**src/rtl/soc_out_uart_tx.sv**
```systemverilog
// soc_out_uart_tx: turns every change on the SoC output port into a byte,
// buffers it in a small circular FIFO and sends it as an 8N1 UART frame.
module soc_out_uart_tx #(
    parameter int CLKS_PER_BIT = 16,
    parameter int FIFO_DEPTH   = 4,
    parameter int CNT_W        = 3
) (
    input  logic             clk,
    input  logic             reset,
    input  logic [7:0]       o_in,
    output logic             tx,
    output logic             busy,
    output logic [CNT_W-1:0] fifo_count,
    output logic             overflow
);

    localparam int PTR_W  = CNT_W - 1;
    localparam int BAUD_W = $clog2(CLKS_PER_BIT);
    localparam logic [BAUD_W-1:0] BAUD_LAST = BAUD_W'(CLKS_PER_BIT - 1);

    typedef enum logic [1:0] {
        IDLE,
        START,
        DATA,
        STOP
    } state_t;

    state_t            r_state;
    logic [7:0]        r_mem [FIFO_DEPTH];
    logic [CNT_W-1:0]  r_wr_ptr;
    logic [CNT_W-1:0]  r_rd_ptr;
    logic [7:0]        r_last;
    logic [7:0]        r_shift;
    logic [BAUD_W-1:0] r_baud;
    logic [2:0]        r_bit;
    logic              r_tx;
    logic              r_busy;
    logic              r_overflow;

    logic              w_change;
    logic              w_empty;
    logic              w_full;
    logic              w_baud_end;
    logic              w_pop;
    logic              w_push;
    logic [CNT_W-1:0]  w_count;
    logic [7:0]        w_head;

    // Pointers carry one extra wrap bit, so their difference is the occupancy
    assign w_count    = r_wr_ptr - r_rd_ptr;
    assign w_empty    = (w_count == '0);
    assign w_full     = (w_count == CNT_W'(FIFO_DEPTH));
    assign w_change   = (o_in != r_last);
    assign w_baud_end = (r_baud == BAUD_LAST);
    assign w_head     = r_mem[r_rd_ptr[PTR_W-1:0]];
    // Pop when idle, or at the end of a stop bit so frames run back-to-back
    assign w_pop      = !w_empty && ((r_state == IDLE) || ((r_state == STOP) && w_baud_end));
    // A simultaneous pop frees a slot, so a full FIFO can still accept
    assign w_push     = w_change && (!w_full || w_pop);

    // Change detection and FIFO write side; dropped bytes set the sticky overflow flag
    always_ff @(posedge clk) begin
        if (reset) begin
            r_last     <= '0;
            r_wr_ptr   <= '0;
            r_overflow <= 1'b0;
        end else if (w_change) begin
            r_last <= o_in;
            if (w_push) begin
                r_mem[r_wr_ptr[PTR_W-1:0]] <= o_in;
                r_wr_ptr                   <= r_wr_ptr + CNT_W'(1);
            end else begin
                r_overflow <= 1'b1;
            end
        end
    end

    // Transmit FSM: FIFO read side, baud/bit counters and registered line outputs
    always_ff @(posedge clk) begin
        if (reset) begin
            r_state  <= IDLE;
            r_rd_ptr <= '0;
            r_shift  <= '0;
            r_baud   <= '0;
            r_bit    <= '0;
            r_tx     <= 1'b1;
            r_busy   <= 1'b0;
        end else begin
            case (r_state)
                IDLE: begin
                    r_tx   <= 1'b1;
                    r_busy <= 1'b0;
                    r_baud <= '0;
                    if (w_pop) begin
                        r_shift  <= w_head;
                        r_rd_ptr <= r_rd_ptr + CNT_W'(1);
                        r_state  <= START;
                        r_tx     <= 1'b0;
                        r_busy   <= 1'b1;
                    end
                end
                START: begin
                    if (w_baud_end) begin
                        r_baud  <= '0;
                        r_bit   <= '0;
                        r_state <= DATA;
                        r_tx    <= r_shift[0];
                    end else begin
                        r_baud <= r_baud + BAUD_W'(1);
                    end
                end
                DATA: begin
                    if (w_baud_end) begin
                        r_baud <= '0;
                        if (r_bit == 3'd7) begin
                            r_state <= STOP;
                            r_tx    <= 1'b1;
                        end else begin
                            r_bit   <= r_bit + 3'd1;
                            r_shift <= r_shift >> 1;
                            r_tx    <= r_shift[1];
                        end
                    end else begin
                        r_baud <= r_baud + BAUD_W'(1);
                    end
                end
                STOP: begin
                    if (w_baud_end) begin
                        r_baud <= '0;
                        if (w_pop) begin
                            r_shift  <= w_head;
                            r_rd_ptr <= r_rd_ptr + CNT_W'(1);
                            r_state  <= START;
                            r_tx     <= 1'b0;
                        end else begin
                            r_state <= IDLE;
                            r_busy  <= 1'b0;
                        end
                    end else begin
                        r_baud <= r_baud + BAUD_W'(1);
                    end
                end
                default: begin
                    r_state <= IDLE;
                    r_tx    <= 1'b1;
                    r_busy  <= 1'b0;
                end
            endcase
        end
    end

    assign tx         = r_tx;
    assign busy       = r_busy;
    assign fifo_count = w_count;
    assign overflow   = r_overflow;

endmodule

```
**config.mk**
```make
export PLATFORM = sky130hd
export DESIGN_NAME = soc_out_uart_tx
export DESIGN_NICKNAME = d
export VERILOG_FILES = /design/src/rtl/soc_out_uart_tx.sv
export SDC_FILE = /design/constraint.sdc
export NUM_CORES = 1
export LEC_CHECK = 0
export ABC_AREA = 1
export BUFFER_PORTS_ARGS = -buffer_cell sky130_fd_sc_hd__clkbuf_2
export CORE_UTILIZATION = 50
export DETAILED_ROUTE_END_ITERATION = 10
export PLACE_DENSITY_LB_ADDON = 0.08
export SYNTH_ARGS = -nofsm -noshare
export SYNTH_HDL_FRONTEND = slang
export SYNTH_SLANG_ARGS = --single-unit
export TNS_END_PERCENT = 30
```
**constraint.sdc**
```tcl
create_clock -name clk -period 4.64 [get_ports clk]
set_clock_uncertainty 0.1 [all_clocks]
set_input_delay 1.392 -clock clk [delete_from_list [all_inputs] [get_ports clk]]
set_output_delay 1.392 -clock clk [all_outputs]
set_load 0.05 [all_outputs]
```
==> summary.md <==
| Metric | Value |
|---|---|
| RSZ-0062 raised after global routing | `false` |
| Max IR drop VDD | `0.461 mV` |
| Final critical-path required period | `3.54 ns` |
| H-tree depth | `3` |
| Core region area | `6060 µm²` |
| DP Wirelength | `3880 µm` |
| TritonCTS clock tree | `built` |
| Setup Viol. Count Final | `0` |
| Post_cts resized | `0` |
| Largest net degree at the start of global routing | `23` |
| Crit path required time | `3.15 ns` |
| Syn Area/Cell | `9.40 µm²` |
| Area after DPL | `3310 µm²` |
| Arrival time of the worst setup path | `2.05 ns` |
| YS warnings | `0` |
| CP max stage cell | `fa_1` |
| Syn Nets | `368` |
| Cell leakage power | `1.48 nW` |
| Crit share post-route | `76.3%` |
| Root buf cell | `clkbuf_8` |
| Synth-to-Final Area Change | `8.96%` |
| Crit path max fanout | `4` |
| Post-CTS Setup Bufs | `0` |
| GRT Total Usage | `19.5%` |
| DR pass1 iterations | `4` |
| Worst-margin pin slew | `0.737 ns` |
| Clk buf depth | `2` |
| Max cap viols | `0` |
| Vias/cell | `5.05` |
| FF/Latch Area | `1680 µm²` |
| Hold slack final | `0.351 ns` |
| Placed Instances | `422` |
| FF+latch count, synth | `68` |
| Non-Filler Cell Area, Final | `3510 µm²` |
| Cell mode on critical path | `inv_1` |
| CP Cell Sequence | `inv_1, ha_1, fa_1, inv_1, nand2_2, nand2_1, clkbuf_2` |
| Hold/Removal Path Class | `reg -> reg` |
| Fin cells | `438` |
| Crit-path max cell delay | `0.40 ns` |
| Nets@finish | `383` |
| Fraction of layout cells with a size suffix above 1 | `14.6%` |
| First-pass GRT wire length | `9470 µm` |
| CTS Sinks | `68` |
| N_diodes | `0` |
| Total global routing overflow | `0` |
| Critical path class | `reg -> out` |
| DR vias | `2210` |
| Final Max Tran Viols | `0` |
| Die width | `82.3 µm` |
| Mapped Cells | `343` |
| Die area | `6780 µm²` |
| WL/cell | `12.9 µm` |
| Die height | `82.3 µm` |
| Slew HR | `50.9%` |
| Register area share after synthesis | `52.1%` |
| Total Routed Length | `5650 µm` |
| Cts bufs inserted | `9` |
| FMAX | `0.283 GHz` |
| Number of global-route vias before repair | `2026` |
| # fillers | `548` |
| Status | `completed` |
| Setup_tns | `0 ns` |
| Initial drt markers | `85` |
| Initial antenna violation count | `0` |
| Clock slew at reported path FFs | `0.08 ns` |
| CP Capture Type | `primary output` |
| Port Buf Inserts | `15` |
| Unique masters post-synth | `34` |
| Hold wc startpoint | `overflow$_SDFFE_PP0P_` |
| Area occupied by multi-input gates | `1330 µm²` |
| Count of hold-fix buffers inserted at cts | `0` |
| R2r startpoint | `r_wr_ptr[0]$_SDFFE_PP0N_` |
| # IOs | `16` |
| Clock latency on the worst-skew pair | `0.34 ns` |
| Initial Utilization | `53.2%` |
| Final hold violations | `0` |
| Total power divided by cell area | `621 nW/µm²` |
| Row Count | `28` |
| Worst Setup Start Kind | `flip-flop` |
| DRT antenna net count | `0` |
| Syn Std Cell Area | `3230 µm²` |
| Residual DRC | `0` |
| Placer Congestion | `0.749` |
| Worst Setup SP | `r_wr_ptr[0]$_SDFFE_PP0N_` |
## cell usage in the layout, fill, tap and decap left out, types with 2 or more instances in the layout
cell type	netlist	routed
xor2_1	6	6
xnor2_1	5	5
nand3_4	3	3
nand4_1	2	2
edfxtp_1	32	32
nor2_1	52	52
clkinvlp_4	0	2
clkbuf_8	0	9
nor3b_2	4	4
ha_1	14	14
inv_2	2	2
inv_1	33	33
dfxtp_1	36	36
a21oi_2	2	2
nand2_2	3	3
nand2_1	53	53
clkbuf_2	0	15
nand3_2	3	3
o21ai_0	17	17
a21boi_0	4	4
nand2_4	2	2
inv_6	0	2
nand3_1	29	29
a21oi_1	20	20
a21boi_1	2	2
## sequential cells by signal, summed over array words and instances, names as in the netlist, named ones only
signal and count:
r_mem 32, r_last 8, r_shift 8, r_baud 4, r_bit 3, r_rd_ptr 3, r_wr_ptr 3, r_state 2
busy 1, overflow 1, tx 1
## stage by stage
stage | setup slack [ns] | power (W) | utilization (%)
CTS | 1.06 | 0.00220 | 58.0
finish | 1.10 | 0.00218 | 58.0
detailed placement | 1.42 | 0.00169 | 54.6
global placement | 1.43 | 0.00168 | 54.6
global route | 0.907 | 0.00236 | 58.0
floorplan | 1.58 | 0.00156 | -
## power by group
part           total (W)  internal [W]  leakage [nW]  switching, W
Clock           0.000510      0.000256        0.0984      0.000254
Sequential      0.000810      0.000738         0.591     0.0000720
Combinational   0.000861      0.000283         0.794      0.000578
## worst max-delay path, delay by kind of cell (launching register included)
kind,cells,cell delay [ns]
adder cells (fa/ha/maj),2,0.62
AND/OR/NAND/NOR,2,0.20
flip-flops,1,0.38
buffers and inverters,3,0.49
## area by class of cell
class	instances	area share (%)
Tap cell	75	2.67
Multi-Input combinational cell	229	37.7
Clock buffer	9	3.52
Timing Repair Buffer	15	2.14
Sequential cell	68	47.8
Clock inverter	7	2.35
Inverter	35	3.74
## per-layer routing
metal  wire (µm)  part of all wire [%]  GRT usage, %
met5           0                     0             0
met2        2530                    45          29.4
met1        2910                    51          26.3
met3         109                   1.9          3.63
met4         103                   1.8          10.7
## synth_stat cells, drive strengths merged
master	instances	share of area [%]
inv	35	4.1
nor3	1	0.16
nor3b	4	1.6
clkbuf	2	0.23
a21oi	22	3.6
nor2	52	6.1
o221ai	1	0.27
nand2	58	7.4
o21ai	19	3.4
xnor2	5	1.4
fa	1	0.62
edfxtp	32	30
a21boi	6	1.4
ha	14	5.4
buf	9	2.4
o2111ai	1	0.27
o21bai	1	0.23
xor2	6	1.6
nand3	35	7.1
dfxtp	36	22
or2	1	0.19
nand4	2	0.39
## path summary, 6_finish.rpt
| check | slack (ns) | end | cells after the start |
|---|---|---|---|
| setup / recovery | 1.10 | fifo_count[2] | 7 |
| hold / removal | 0.35 | overflow$_SDFFE_PP0P_ | 2 |
| setup reg to reg | 1.99 | r_mem[2][1]$_DFFE_PP_ | 8 |
| hold reg to reg | 0.35 | overflow$_SDFFE_PP0P_ | 2 |
## logic make-up after synthesis
logic type / synth area share, %
adders and majority gates: 6.05
buffers and inverters: 6.75
DFF: 52.1
and+or+nand+nor: 22.8
xor gates and xnor gates: 2.99
AOI/OAI and AO/OA: 9.23
Note: power is estimated with default switching activity, not from simulation.
